## src/rtl/switch_pkg.sv

```systemverilog
`default_nettype none
// ============================================================================
//  Module      : switch_pkg
//  Description : Shared types and constants for the switch output-port FIFO
//                drain path: header layout, read FSM states and the entry
//                format of the packet output buffer.
//  Revision    : 1.0 - initial release
// ============================================================================
package switch_pkg;

    // Header is DA, SA, LEN; payload of LEN bytes follows.
    localparam int          HDR_BYTES   = 3;
    localparam logic [1:0]  DA_IDX      = 2'd0;
    localparam logic [1:0]  SA_IDX      = 2'd1;
    localparam logic [1:0]  LEN_IDX     = 2'(HDR_BYTES - 1);

    // Byte width carried by a buffer entry; the reader's W_WIDTH must match.
    localparam int          PKT_W_WIDTH = 8;

    typedef enum logic [1:0] {
        ST_IDLE     = 2'd0,
        ST_HDR      = 2'd1,
        ST_LEN_WAIT = 2'd2,
        ST_PAYLOAD  = 2'd3
    } rd_state_t;

    typedef struct packed {
        logic [PKT_W_WIDTH-1:0] data;
        logic                   sop;
        logic                   eop;
    } buf_entry_t;

endpackage
`default_nettype wire

```

## src/rtl/fifo_pkt_reader_if.sv

```systemverilog
`default_nettype none
// ============================================================================
//  Module      : fifo_pkt_reader_if
//  Description : FIFO read-side signals and the packet output port of the
//                reader. The master modport is the reader's view.
//  Revision    : 1.0 - initial release
// ============================================================================
interface fifo_pkt_reader_if #(
    parameter int W_WIDTH = 8
);
    // FIFO read side
    logic               fifo_empty;
    logic [W_WIDTH-1:0] fifo_data;
    logic               fifo_rd_en;
    // Packet output port
    logic [W_WIDTH-1:0] port_data;
    logic               port_valid;
    logic               port_sop;
    logic               port_eop;
    logic               port_ready;

    modport master (
        input  fifo_empty,
        input  fifo_data,
        output fifo_rd_en,
        output port_data,
        output port_valid,
        output port_sop,
        output port_eop,
        input  port_ready
    );

    modport slave (
        output fifo_empty,
        output fifo_data,
        input  fifo_rd_en,
        input  port_data,
        input  port_valid,
        input  port_sop,
        input  port_eop,
        output port_ready
    );
endinterface
`default_nettype wire

```

## src/rtl/pkt_out_buf.sv

```systemverilog
`default_nettype none
// ============================================================================
//  Module      : pkt_out_buf
//  Description : Two-entry FIFO-ordered valid/ready buffer for tagged packet
//                bytes. Entry 0 is always the head. Push and pop may happen
//                in the same cycle without a bubble.
//  Revision    : 1.0 - initial release
// ============================================================================
module pkt_out_buf
    import switch_pkg::*;
(
    input  wire logic       clk,
    input  wire logic       rst,
    input  wire logic       i_push,
    input  wire buf_entry_t i_push_ent,
    input  wire logic       i_ready,
    output logic            o_valid,
    output buf_entry_t      o_head,
    output logic [1:0]      o_occupancy
);

    buf_entry_t r_ent0;
    buf_entry_t r_ent1;
    logic [1:0] r_occ;
    logic       w_pop;

    assign o_valid     = (r_occ != 2'd0);
    assign o_head      = r_ent0;
    assign o_occupancy = r_occ;
    assign w_pop       = o_valid & i_ready;

    // Entry storage and occupancy; the caller never pushes into a full
    // buffer unless it is popping in the same cycle.
    always_ff @(posedge clk) begin
        if (rst) begin
            r_ent0 <= '0;
            r_ent1 <= '0;
            r_occ  <= 2'd0;
        end else begin
            case ({i_push, w_pop})
                2'b10: begin
                    if (r_occ == 2'd0) begin
                        r_ent0 <= i_push_ent;
                    end else begin
                        r_ent1 <= i_push_ent;
                    end
                    r_occ <= r_occ + 2'd1;
                end
                2'b01: begin
                    r_ent0 <= r_ent1;
                    r_occ  <= r_occ - 2'd1;
                end
                2'b11: begin
                    if (r_occ == 2'd1) begin
                        r_ent0 <= i_push_ent;
                    end else begin
                        r_ent0 <= r_ent1;
                        r_ent1 <= i_push_ent;
                    end
                end
                default: begin
                end
            endcase
        end
    end

endmodule
`default_nettype wire

```

## src/rtl/fifo_pkt_reader.sv

```systemverilog
`default_nettype none
// ============================================================================
//  Module      : fifo_pkt_reader
//  Description : Drain side of a switch output-port FIFO. Pops DA, SA, LEN
//                and LEN payload bytes, tags SOP/EOP and presents them on a
//                valid/ready port through a two-entry output buffer.
//  Revision    : 1.0 - initial release
// ============================================================================
module fifo_pkt_reader
    import switch_pkg::*;
#(
    parameter int W_WIDTH   = PKT_W_WIDTH,
    parameter int CNT_WIDTH = 16
) (
    input  wire logic                 clk,
    input  wire logic                 rst,
    input  wire logic                 port_en,
    fifo_pkt_reader_if.master         bus,
    output logic                      busy,
    output logic [CNT_WIDTH-1:0]      pkt_cnt
);

    rd_state_t          r_state;
    rd_state_t          w_state_nxt;
    logic [1:0]         r_hdr_idx;
    logic [W_WIDTH-1:0] r_remaining;
    logic               r_inflight;
    logic               r_if_sop;
    logic               r_if_eop;
    logic               r_if_len;
    logic [CNT_WIDTH-1:0] r_pkt_cnt;

    logic               w_want;
    logic               w_issue;
    logic               w_room;
    logic [2:0]         w_level;
    logic               w_pop;
    logic               w_len_zero;
    logic               w_valid;
    logic [1:0]         w_occ;
    buf_entry_t         w_push_ent;
    buf_entry_t         w_head;

    // A read may be issued only if its byte is guaranteed a buffer slot:
    // bytes held plus the one in flight, less the one leaving now.
    assign w_pop      = w_valid & bus.port_ready;
    assign w_level    = {1'b0, w_occ} + {2'b00, r_inflight} - {2'b00, w_pop};
    assign w_room     = (w_level < 3'd2);
    assign w_len_zero = (bus.fifo_data == '0);

    // Next-state and read-issue decode.
    always_comb begin
        w_state_nxt = r_state;
        w_want      = 1'b0;
        w_issue     = 1'b0;
        case (r_state)
            ST_IDLE:     w_want = port_en;
            ST_HDR:      w_want = 1'b1;
            ST_PAYLOAD:  w_want = 1'b1;
            default:     w_want = 1'b0;
        endcase
        // Reset wins over everything, including a read request.
        w_issue = w_want & ~bus.fifo_empty & w_room & ~rst;
        case (r_state)
            ST_IDLE: begin
                if (w_issue) begin
                    w_state_nxt = ST_HDR;
                end
            end
            ST_HDR: begin
                if (w_issue && (r_hdr_idx == LEN_IDX)) begin
                    w_state_nxt = ST_LEN_WAIT;
                end
            end
            ST_LEN_WAIT: begin
                // LEN arrives this cycle; a zero length ends the packet.
                w_state_nxt = w_len_zero ? ST_IDLE : ST_PAYLOAD;
            end
            ST_PAYLOAD: begin
                if (w_issue && (r_remaining == W_WIDTH'(1))) begin
                    w_state_nxt = ST_IDLE;
                end
            end
            default: w_state_nxt = ST_IDLE;
        endcase
    end

    // FSM state register.
    always_ff @(posedge clk) begin
        if (rst) begin
            r_state <= ST_IDLE;
        end else begin
            r_state <= w_state_nxt;
        end
    end

    // Header index, payload countdown, in-flight tag and packet counter.
    always_ff @(posedge clk) begin
        if (rst) begin
            r_hdr_idx   <= DA_IDX;
            r_remaining <= '0;
            r_inflight  <= 1'b0;
            r_if_sop    <= 1'b0;
            r_if_eop    <= 1'b0;
            r_if_len    <= 1'b0;
            r_pkt_cnt   <= '0;
        end else begin
            r_inflight <= w_issue;
            if (w_issue) begin
                // Any read outside PAYLOAD is a header read at r_hdr_idx.
                r_if_sop <= (r_state != ST_PAYLOAD) && (r_hdr_idx == DA_IDX);
                r_if_len <= (r_state != ST_PAYLOAD) && (r_hdr_idx == LEN_IDX);
                r_if_eop <= (r_state == ST_PAYLOAD) && (r_remaining == W_WIDTH'(1));
            end
            if (w_issue && (r_state != ST_PAYLOAD)) begin
                r_hdr_idx <= (r_hdr_idx == LEN_IDX) ? DA_IDX : (r_hdr_idx + 2'd1);
            end
            if (r_state == ST_LEN_WAIT) begin
                r_remaining <= bus.fifo_data;
            end else if (w_issue && (r_state == ST_PAYLOAD)) begin
                r_remaining <= r_remaining - W_WIDTH'(1);
            end
            if (w_pop && w_head.eop) begin
                r_pkt_cnt <= r_pkt_cnt + CNT_WIDTH'(1);
            end
        end
    end

    // A zero-length packet ends on its LEN byte.
    assign w_push_ent.data = bus.fifo_data;
    assign w_push_ent.sop  = r_if_sop;
    assign w_push_ent.eop  = r_if_eop | (r_if_len & w_len_zero);

    pkt_out_buf u_out_buf (
        .clk         (clk),
        .rst         (rst),
        .i_push      (r_inflight),
        .i_push_ent  (w_push_ent),
        .i_ready     (bus.port_ready),
        .o_valid     (w_valid),
        .o_head      (w_head),
        .o_occupancy (w_occ)
    );

    // Port outputs read zero whenever nothing is being offered.
    assign bus.fifo_rd_en = w_issue;
    assign bus.port_valid = w_valid;
    assign bus.port_data  = w_valid ? w_head.data : '0;
    assign bus.port_sop   = w_valid & w_head.sop;
    assign bus.port_eop   = w_valid & w_head.eop;
    assign busy           = (r_state != ST_IDLE) || (w_occ != 2'd0);
    assign pkt_cnt        = r_pkt_cnt;

endmodule
`default_nettype wire

```

## src/flat_wrapper.sv

```systemverilog
// flat-port wrapper written by rule: the top's interface ports become plain ports
module fifo_pkt_reader_flat import switch_pkg::*;
#(
    parameter int W_WIDTH   = PKT_W_WIDTH,
    parameter int CNT_WIDTH = 16
)
  (clk, rst, port_en, busy, pkt_cnt, bus_fifo_empty, bus_fifo_data, bus_fifo_rd_en, bus_port_data, bus_port_valid, bus_port_sop, bus_port_eop, bus_port_ready);
  fifo_pkt_reader_if #(.W_WIDTH(W_WIDTH)) bus_i ();
  input  wire logic clk;
  input  wire logic rst;
  input  wire logic port_en;
  output logic busy;
  output logic [CNT_WIDTH-1:0] pkt_cnt;
  input wire logic [$bits(bus_i.fifo_empty)-1:0] bus_fifo_empty;
  input wire logic [$bits(bus_i.fifo_data)-1:0] bus_fifo_data;
  output wire logic [$bits(bus_i.fifo_rd_en)-1:0] bus_fifo_rd_en;
  output wire logic [$bits(bus_i.port_data)-1:0] bus_port_data;
  output wire logic [$bits(bus_i.port_valid)-1:0] bus_port_valid;
  output wire logic [$bits(bus_i.port_sop)-1:0] bus_port_sop;
  output wire logic [$bits(bus_i.port_eop)-1:0] bus_port_eop;
  input wire logic [$bits(bus_i.port_ready)-1:0] bus_port_ready;
  assign bus_i.fifo_empty = bus_fifo_empty;
  assign bus_i.fifo_data = bus_fifo_data;
  assign bus_fifo_rd_en = bus_i.fifo_rd_en;
  assign bus_port_data = bus_i.port_data;
  assign bus_port_valid = bus_i.port_valid;
  assign bus_port_sop = bus_i.port_sop;
  assign bus_port_eop = bus_i.port_eop;
  assign bus_i.port_ready = bus_port_ready;
  fifo_pkt_reader #(.W_WIDTH(W_WIDTH), .CNT_WIDTH(CNT_WIDTH)) u_core (.clk(clk), .rst(rst), .port_en(port_en), .bus(bus_i), .busy(busy), .pkt_cnt(pkt_cnt));
endmodule
```

## config.mk

```make
export PLATFORM = sky130hd
export DESIGN_NAME = fifo_pkt_reader_flat
export DESIGN_NICKNAME = d
export VERILOG_FILES = /design/src/rtl/switch_pkg.sv /design/src/rtl/fifo_pkt_reader_if.sv /design/src/rtl/pkt_out_buf.sv /design/src/rtl/fifo_pkt_reader.sv /design/src/flat_wrapper.sv
export SDC_FILE = /design/constraint.sdc
export NUM_CORES = 1
export LEC_CHECK = 0
export CORE_UTILIZATION = 52
export CTS_CLUSTER_DIAMETER = 40
export DETAILED_ROUTE_END_ITERATION = 16
export HOLD_SLACK_MARGIN = 0.02
export PLACE_DENSITY = 0.78
export RECOVER_POWER = 25
export SYNTH_ARGS = -nofsm -noshare
export SYNTH_HDL_FRONTEND = slang
export SYNTH_SLANG_ARGS = --single-unit
export TNS_END_PERCENT = 10
```

## constraint.sdc

```tcl
create_clock -name clk -period 9.2 [get_ports clk]
set_input_delay 2.76 -clock clk [delete_from_list [all_inputs] [get_ports clk]]
set_output_delay 2.76 -clock clk [all_outputs]
set_load 0.01 [all_outputs]
```

==> results of run 1 <==
==> cell usage in the layout, fill, tap and decap left out, types with 8 or more instances in the layout <==
master	netlist	final
or3_1	8	9
a22oi_1	13	13
dlygate4sd3_1	0	9
nor2_1	40	40
nor2b_1	15	15
clkdlybuf4s50_1	0	32
nand2_1	17	17
inv_1	13	13
ha_1	8	8
mux2i_1	11	11
a21oi_1	13	13
a211oi_1	11	11
dfxtp_1	54	54
==> logic make-up (layout without fill, tap and decap cells) <==
family	Yosys count	count (layout)	share of synthesized area, %
adder cells (fa/ha/maj)	9	9	4.41
XOR/XNOR	14	14	4.51
AND/OR/NAND/NOR	129	129	26.7
multiplexers	11	11	4.05
flip-flops	54	54	39.7
buffers and inverters	29	64	4.09
AO/OA/AOI/OAI	68	68	16.5
==> routing by layer <==
metal  GRT usage, %  part of all wire (%)  up-vias
met2           35.7                    46       60
met4           6.92                  0.71        0
met1           33.1                    49     1071
li1               -                     -     1200
met3           3.66                   4.7        4
met5              0                     0        -
==> synth_stat cells, types with 2 or more instances <==
| cell | number | area share [%] |
|---|---|---|
| a31oi_1 | 6 | 1.4 |
| nand4b_1 | 2 | 0.64 |
| and2_1 | 2 | 0.46 |
| o211ai_1 | 4 | 1.1 |
| nand3_1 | 7 | 1.3 |
| ha_1 | 8 | 3.7 |
| nand2_1 | 17 | 2.3 |
| a21oi_1 | 13 | 2.4 |
| and3_1 | 5 | 1.1 |
| buf_2 | 2 | 0.37 |
| nand2b_1 | 3 | 0.69 |
| o21ai_1 | 3 | 0.55 |
| buf_1 | 2 | 0.28 |
| nor2_1 | 40 | 5.5 |
| nand4_1 | 5 | 1.1 |
| nor2b_1 | 15 | 3.4 |
| clkbuf_1 | 12 | 1.7 |
| dfxtp_1 | 54 | 40 |
| o22ai_1 | 2 | 0.46 |
| xnor2_1 | 7 | 2.3 |
| and4b_1 | 2 | 0.74 |
| or3_1 | 8 | 1.8 |
| nor3_1 | 5 | 0.92 |
| a211oi_1 | 11 | 3.0 |
| mux2i_1 | 11 | 4.0 |
| xor2_1 | 7 | 2.3 |
| o21ai_0 | 8 | 1.5 |
| inv_1 | 13 | 1.8 |
| a22oi_1 | 13 | 3.6 |
| nor4_1 | 6 | 1.4 |
==> path summary, 6_finish.rpt <==
kind                                                 from                                  to  slack, ns  depth (start not counted)
max                                        bus_port_ready                      bus_fifo_rd_en       0.55                          9
min reg2reg                  u_core.r_if_len$_SDFFE_PP0P_        u_core.r_if_len$_SDFFE_PP0P_       0.47                          2
min                          u_core.r_if_len$_SDFFE_PP0P_        u_core.r_if_len$_SDFFE_PP0P_       0.47                          2
max reg2reg  u_core.u_out_buf.o_occupancy[1]$_SDFFE_PP0N_  u_core.r_remaining[5]$_SDFFE_PP0P_       5.58                         10
==> worst min-delay path, cell delays in order (launching register included) <==
cell     delay [ns]
dfxtp_1        0.32
nand2_1        0.06
a21oi_1        0.05
==> final cells by class <==
class	instances	area share (%)
well taps	67	2.57
inverters	13	1.49
repair buffers	43	13.0
clock buffers	5	2.11
clock inverters	3	1.34
multi-input cells	231	46.4
flip-flops and latches	54	33.1
==> registers in the layout (all words and copies together), names as in the netlist <==
register,count
u_core.pkt_cnt,16
u_core.r_hdr_idx,2
u_core.r_if_eop,1
u_core.r_if_len,1
u_core.r_if_sop,1
u_core.r_inflight,1
u_core.r_remaining,8
u_core.r_state,2
u_core.u_out_buf.o_head,10
u_core.u_out_buf.o_occupancy,2
u_core.u_out_buf.r_ent1,10
==> per-stage QoR <==
step / std cells / worst slack [ns]
3_3_place_gp: 408 / 0.705
5_1_grt: 416 / 0.364
6_report: 416 / 0.548
2_1_floorplan: 314 / 1.89
4_1_cts: 416 / 0.566
3_5_place_dp: 408 / 0.607
==> power groups by stage <==
stage          Combinational, W  Clock [W]  Sequential, W
6_report               0.000215   0.000161       0.000286
4_1_cts                0.000218   0.000165       0.000287
3_5_place_dp           0.000217          0       0.000292
5_1_grt                0.000242   0.000175       0.000291
2_1_floorplan          0.000157          0       0.000285
3_3_place_gp           0.000212          0       0.000291
==> results.toml, run 1 <==
[run_status]
status = "finished, final reports clean"

[sta]
grt_setup_unrepaired = "no"
maxClockFrequency_ghz = 0.116
period_needed_ns = 8.65
setup_viol = 0
slew_viol_final = 0
hold_viol = 0
hold_ws_ns = 0.467
worst_pin_slew_ns = 0.753
final.setup.tns_ns = 0
maxSlewHeadroom_pct = 49.8
clock_skew_ns = 0.0114
min_period_over_period_pct = 94.0

[power_and_ir_drop]
pwr-share-comb_pct = 32.5
clkPwrFrac_pct = 24.3
pwr-share-seq_pct = 43.2
internal_power_w = 0.000445
power_switching_w = 0.000217
p_total_w = 0.000662
p_per_area_nw_per_um2 = 203
peakVddDrop_uv = 118
cellLeakagePower_nw = 1.24
switching_share_pct = 32.8

[synth]
ys_seq_elements = 54
synth_nets = 336
synth-edff-count = 0
synth.cell_area_um2 = 2720
netlist_instances = 314
synthArstFlopShare_pct = 0
synth.avg_cell_area_um2 = 8.67
ys.warnings.count = 0
yosysSeqAreaShare_pct = 39.7
ys.flop_type = "dfxtp_1"
ys_types = 51

[floorplan]
io_pins = 42
start_util_pct = 55.8
core-area_um2 = 4880
num_rows = 25
die_x_um = 74.3
die_h_um = 74.3
die_area_um2 = 5530

[global_routing]
grt_antenna_before_repair = 0
overflow = 0
grt_pass1_wl_um = 9870
grt_max_degree = 53
first_global_vias = 2105
gr-usage-all-layers_pct = 23.0

[clock_network]
clockRootBuffer = "clkbuf_8"
clkLatencyLatePin_ns = 0.31
ctsHoldBuffers = 0
numCtsBuffers = 5
path_clk_slew_ns = 0.09
post_cts.repair.setup_buffers = 0
clkSinkCount = 54
h-tree-depth = 2
tritoncts = "built"
clock_path_buffers = 2
cts_resized = 0

[routing]
drc = 0
routed-via-count = 2335
wl_per_cell_um = 14.2
routed_wl_um = 5890
drt_iter0_drc = 142
drt_first_pass_iters = 4
viasPerCell = 5.61
postRouteAntennaNets = 0

[critical_path]
crit_family = "buffers and inverters"
worst-path-buf-inv = 3
cp-end-kind = "output port"
startpoint_type = "input port"
cp_data_arrival_time_ns = 5.89
crit_chain = "dlygate4sd3_1 > nor2b_1 > ha_1 > nand2b_1 > fa_1 > nor3b_1 > o211ai_1 > inv_1 > clkdlybuf4s50_1"
criticalPathCategory = "in2out"
cp_slowest_cell = "dlygate4sd3_1"
worstPathRequired_ns = 6.44
max_stage_delay_ns = 0.60
crit_path_max_fanout = 6

[place]
portBuffers = 41
gp_congestion = 0.896
hpwl_um = 4220
place_area_um2 = 3170

[layout]
syn2layout_area_growth_pct = 20.0
num_antenna_cells = 0
fillers = 435
layout.nets = 370
final_util_pct = 66.9
multiInputGateArea_um2 = 1520
seqCellArea_um2 = 1080
fin_area_um2 = 3270
drive_gt1_share_pct = 4.58

[worst_hold_path]
hold_class = "reg2reg"

[job]
max_cap_violations = 0
Note: power is estimated with default switching activity, not from simulation.
==> run 2, diff against run 1 <==
Settings changed: CTS_CLUSTER_DIAMETER 40 to not set, SLEW_MARGIN set to 20, SYNTH_HIERARCHICAL set to 1.
==> run 2 against run 1 <==
Against the previous run:
- die area rose by 4.1%
- critical path type unchanged
- synthesized cell count grew 6.4%
- highest routed layer unchanged
- count of clock-buffer cells in the layout up 2
- largest power group unchanged
- flip-flop and latch count unchanged
- maximum frequency increased by 1.9%
- critical path depth did not move
- routed wire length is 4.8% higher
- synthesized area grew 4.2%
==> results.toml, run 2 <==
[run_status]
status = "finished, final reports clean"

[routing]
drc = 0
viasPerCell = 5.80
wl_per_cell_um = 14.2
routed-via-count = 2527
drt_first_pass_iters = 5
postRouteAntennaNets = 0
drt_iter0_drc = 205
routed_wl_um = 6170

[place]
dp_slack_ns = 0.801
portBuffers = 41
place_area_um2 = 3250
hpwl_um = 4390
dp_cells = 429
gp_congestion = 0.854

[clock_network]
numCtsBuffers = 5
h-tree-depth = 2
path_clk_slew_ns = 0.09
tritoncts = "built"
clock_path_buffers = 2
ctsHoldBuffers = 0
clockRootBuffer = "clkbuf_8"
clkSinkCount = 54
cts_resized = 0
clkLatencyLatePin_ns = 0.31
post_cts.repair.setup_buffers = 0

[critical_path]
startpoint_type = "input port"
rrSetupSlack_ns = 5.77
reg2reg_depth = 11
cp-end-kind = "output port"
crit_path_max_fanout = 6
criticalPathCategory = "in2out"
r2r_start = "u_core/u_out_buf/o_occupancy[1]$_SDFFE_PP0P_"
worstPathRequired_ns = 6.44
cp_data_arrival_time_ns = 5.73
r2r-end = "u_core/r_remaining[6]$_SDFFE_PP0P_"

[job]
max_cap_violations = 0

[sta]
setup_viol = 0
min_period_over_period_pct = 92.3
worst_pin_slew_ns = 0.577
hold_viol = 0
period_needed_ns = 8.49
grt_setup_unrepaired = "no"
worst_slack_ns = 0.711
slew_viol_final = 0
clock_skew_ns = 0.00720
final.setup.tns_ns = 0
maxSlewHeadroom_pct = 61.4
maxClockFrequency_ghz = 0.118

[worst_hold_path]
holdPathEnd = "u_core/u_out_buf/r_ent1[3]$_SDFFE_PP0P_"
min_from = "u_core/u_out_buf/r_ent1[3]$_SDFFE_PP0P_"
hold-path-cell-count = 2
hold_class = "reg2reg"

[floorplan]
num_rows = 26
die_h_um = 75.8
core-area_um2 = 5170
start_util_pct = 54.8
io_pins = 42
die_x_um = 75.8
die_area_um2 = 5750

[layout]
final_common_cell = "dfxtp_1"
fillers = 441
num_antenna_cells = 0
syn2layout_area_growth_pct = 17.4
fin_area_um2 = 3330
largest_reg_flops = 16
finalNonFillerCells = 436
drive_gt1_share_pct = 4.64
final_cell_mix = "dfxtp_1 (54), nor2_1 (31), clkdlybuf4s50_1 (28), nand3_1 (28), o21ai_0 (25)"
layout.nets = 391

[synth]
yosys.area.top_type = "dfxtp_1"
ys_seq_elements = 54
synth_nets = 359
synth_top_area_share_pct = 38.1
ys.warnings.count = 6
netlist_instances = 334
ys.flop_type = "dfxtp_1"
synth.most_common_cell = "dfxtp_1"
synthArstFlopShare_pct = 0
ys_types = 54
synth.avg_cell_area_um2 = 8.49
yosysSeqAreaShare_pct = 38.1
synth-edff-count = 0
synthTopCellsByCount = "dfxtp_1 (54), nor2_1 (31), nand3_1 (28)"
synth.cell_area_um2 = 2840
synth.area.top_cells = "dfxtp_1 (38%), nand3_1 (4.9%), ha_1 (4.9%), o21ai_0 (4.4%), nor2_1 (4.1%)"

[power_and_ir_drop]
p_per_area_nw_per_um2 = 181
peakVddDrop_uv = 104
cellLeakagePower_nw = 1.22

[global_routing]
grt_antenna_before_repair = 0
first_global_vias = 2124
grt_pass1_wl_um = 9650
overflow = 0
gr-usage-all-layers_pct = 22.2
grt_max_degree = 55
-- run 2: cell types whose count changed after synthesis, moves of 10 or more --
cell and delta:
nor2b_1 -10, a211oi_1 -10, a22oi_1 -13, and2_1 +11, o21ai_0 +17, nand3_1 +21
-- run 2: worst max-delay path, stage by stage --
cell and delay, ns:
dlygate4sd3_1 0.61, and2_1 0.20, ha_1 0.26, nand2b_1 0.15
fa_1 0.49, nor3b_4 0.31, o211ai_1 0.29, inv_1 0.11
clkdlybuf4s50_1 0.53
-- run 2: through the flow --
stage / power, W / util, % / hold WS [ns]
after detailed placement: 0.000483 / 62.9 / 0.464
after global placement: 0.000477 / 62.9 / 0.458
final: 0.000604 / 64.4 / 0.475
after floorplan: 0.000430 / - / 0.445
after CTS: 0.000607 / 64.4 / 0.477
after global routing: 0.000644 / 64.4 / 0.505
-- run 2: worst max-delay path by stage --
stage                   startpoint              to  slack, ns  cells after the start
global route        bus_port_ready  bus_fifo_rd_en       0.55                      9
floorplan           bus_port_ready  bus_fifo_rd_en       2.00                      7
finish              bus_port_ready  bus_fifo_rd_en       0.71                      9
detailed placement  bus_port_ready  bus_fifo_rd_en       0.80                      9
global placement    bus_port_ready  bus_fifo_rd_en       0.85                      9
CTS                 bus_port_ready  bus_fifo_rd_en       0.78                      9
-- run 2: cell type report --
cell class	instances	area [um^2]	share of cell area [%]
clock buffer	7	76.3	2.29
inverter	14	52.6	1.58
multi-input combinational	249	1620	48.6
sequential	54	1080	32.5
timing repair buffer	42	413	12.4
tap	70	87.6	2.63
-- run 2: where the power goes --
group	internal (W)	total, W	switching, W
combinational	0.0000832	0.000187	0.000104
clock	0.0000526	0.000126	0.0000730
sequential	0.000268	0.000291	0.0000236
-- run 2: kinds of logic (layout without fill, tap and decap cells) --
kind of cell               Yosys count  in the layout  share of synthesized area, %
DFF                                 54             54                          38.1
AOI/OAI and AO/OA                   84             84                          19.2
muxes                                4              4                          1.63
and+or+nand+nor                    138            138                          27.1
buffers and inverters               31             63                          4.77
xor gates and xnor gates            11             11                          3.66
adders and majority gates           12             12                          5.56
-- run 2: layer usage --
metal,track usage (%),share of wire (%),routed length (um)
met5,0,0,0
met4,7.00,1.3,79
met1,28.4,47,2920
met2,37.5,48,2950
met3,4.37,3.7,227
==> run 3, diff against run 2 <==
Clock period 9.2 ns to 8.8 ns, I/O delays scaled along.
==> run 3 against run 2 <==
Against the previous run:
- core utilization grew 0.58 points
- sequential power grew 5%
- final cell count grew 0.23%
- largest power group unchanged
- critical path depth is the same
- highest routed layer unchanged
- routed wire length grew 0.81%
==> results.toml, run 3 (same netlist as run 2, synthesis figures left out) <==
[run_status]
status = "finished, final reports clean"

[global_routing]
grt_pass1_wl_um = 9690
first_global_vias = 2123
overflow = 0
grt_antenna_before_repair = 0
grt_max_degree = 55
gr-usage-all-layers_pct = 22.2

[layout]
drive_gt1_share_pct = 4.90
finalNonFillerCells = 437
syn2layout_area_growth_pct = 18.5
layout.nets = 391
largest_reg_flops = 16
final_cell_mix = "dfxtp_1 (54), nor2_1 (31), clkdlybuf4s50_1 (28), nand3_1 (28), o21ai_0 (25)"
fillers = 447
multiInputGateArea_um2 = 1620
final_common_cell = "dfxtp_1"
seqCellArea_um2 = 1080
num_antenna_cells = 0

[power_and_ir_drop]
peakVddDrop_uv = 111
p_total_w = 0.000664
cellLeakagePower_nw = 1.23
p_per_area_nw_per_um2 = 198

[floorplan]
core-area_um2 = 5170
die_h_um = 75.8
die_area_um2 = 5750
start_util_pct = 54.8
die_x_um = 75.8
num_rows = 26
io_pins = 42

[critical_path]
crit_chain = "dlygate4sd3_1 > and2_1 > ha_1 > nand2b_1 > fa_1 > nor3b_4 > o211ai_1 > inv_1 > clkdlybuf4s50_1"
cp_data_arrival_time_ns = 5.61
crit_family = "buffers and inverters"
cp-end-kind = "output port"
worst-path-buf-inv = 3
rrSetupSlack_ns = 5.31
r2r_start = "u_core/u_out_buf/o_occupancy[1]$_SDFFE_PP0P_"
crit_path_max_fanout = 6
reg2reg_depth = 11
r2r-end = "u_core/r_remaining[6]$_SDFFE_PP0P_"
criticalPathCategory = "in2out"
worstPathRequired_ns = 6.16
max_stage_delay_ns = 0.61
startpoint_type = "input port"
cp_slowest_cell = "dlygate4sd3_1"

[sta]
hold_viol = 0
grt_setup_unrepaired = "no"
final.setup.tns_ns = 0
maxSlewHeadroom_pct = 61.3
maxClockFrequency_ghz = 0.121
slew_viol_final = 0
hold_ws_ns = 0.481
clock_skew_ns = 0.00890
worst_slack_ns = 0.548
worst_pin_slew_ns = 0.579
setup_viol = 0
period_needed_ns = 8.25
min_period_over_period_pct = 93.8

[routing]
viasPerCell = 5.78
routed_wl_um = 6220
drt_first_pass_iters = 4
postRouteAntennaNets = 0
drc = 0
routed-via-count = 2528
drt_iter0_drc = 216
wl_per_cell_um = 14.2

[worst_hold_path]
holdPathEnd = "u_core/u_out_buf/r_ent1[3]$_SDFFE_PP0P_"
hold-path-cell-count = 2
hold_class = "reg2reg"
min_from = "u_core/u_out_buf/r_ent1[3]$_SDFFE_PP0P_"

[clock_network]
path_clk_slew_ns = 0.09
clkSinkCount = 54
h-tree-depth = 2
clkLatencyLatePin_ns = 0.30
clock_path_buffers = 2
numCtsBuffers = 5
tritoncts = "built"
ctsHoldBuffers = 0
post_cts.repair.setup_buffers = 0
cts_resized = 0
clockRootBuffer = "clkbuf_8"

[place]
portBuffers = 41
hpwl_um = 4410
dp_slack_ns = 0.634
dp_cells = 429
gp_congestion = 0.853

[job]
max_cap_violations = 0
-- run 3: changes by cell type in the layout (fill, tap and decap cells not counted) --
cell / before / now
bufinv_16: 0 / 1
-- run 3: worst max path at each step --
| stage | from | to | depth (start not counted) |
|---|---|---|---|
| after floorplan | bus_port_ready | bus_fifo_rd_en | 7 |
| after global placement | bus_port_ready | bus_fifo_rd_en | 9 |
| after detailed placement | bus_port_ready | bus_fifo_rd_en | 9 |
| after CTS | bus_port_ready | bus_fifo_rd_en | 9 |
| after global routing | bus_port_ready | bus_fifo_rd_en | 9 |
| final | bus_port_ready | bus_fifo_rd_en | 9 |
-- run 3: tightest hold or removal path: stages (launching register included) --
cell and delay, ns:
dfxtp_1 0.32, o21ai_0 0.06, a21oi_1 0.06
-- run 3: final cells by class --
type                            count  area share (%)
Multi-Input combinational cell    249            48.2
Sequential cell                    54            32.2
Timing Repair Buffer               42            12.3
Tap cell                           70            2.61
Clock buffer                        7            2.27
Inverter                           14            1.56
Clock inverter                      1           0.894
-- run 3: metal layers --
| metal | wire (um) | share of wire, % | global-route usage [%] | vias to the layer above |
|---|---|---|---|---|
| met5 | 0 | 0 | 0 | - |
| met4 | 47 | 0.76 | 5.14 | 0 |
| met3 | 231 | 3.7 | 3.70 | 5 |
| met2 | 3000 | 48 | 37.3 | 59 |
| met1 | 2950 | 47 | 29.8 | 1181 |
| li1 | - | - | - | 1283 |
-- run 3: power breakdown --
part	leakage, nW	internal (W)	total, W	switching, W
combinational	0.742	0.0000871	0.000197	0.000110
clock	0.0524	0.0000853	0.000163	0.0000773
sequential	0.437	0.000280	0.000305	0.0000247
-- run 3: through the flow --
step | utilization [%] | instance area [um^2]
floorplan | - | 2840
global placement | 62.9 | 3250
detailed placement | 62.9 | 3250
CTS | 64.9 | 3360
global route | 64.9 | 3360
finish | 64.9 | 3360
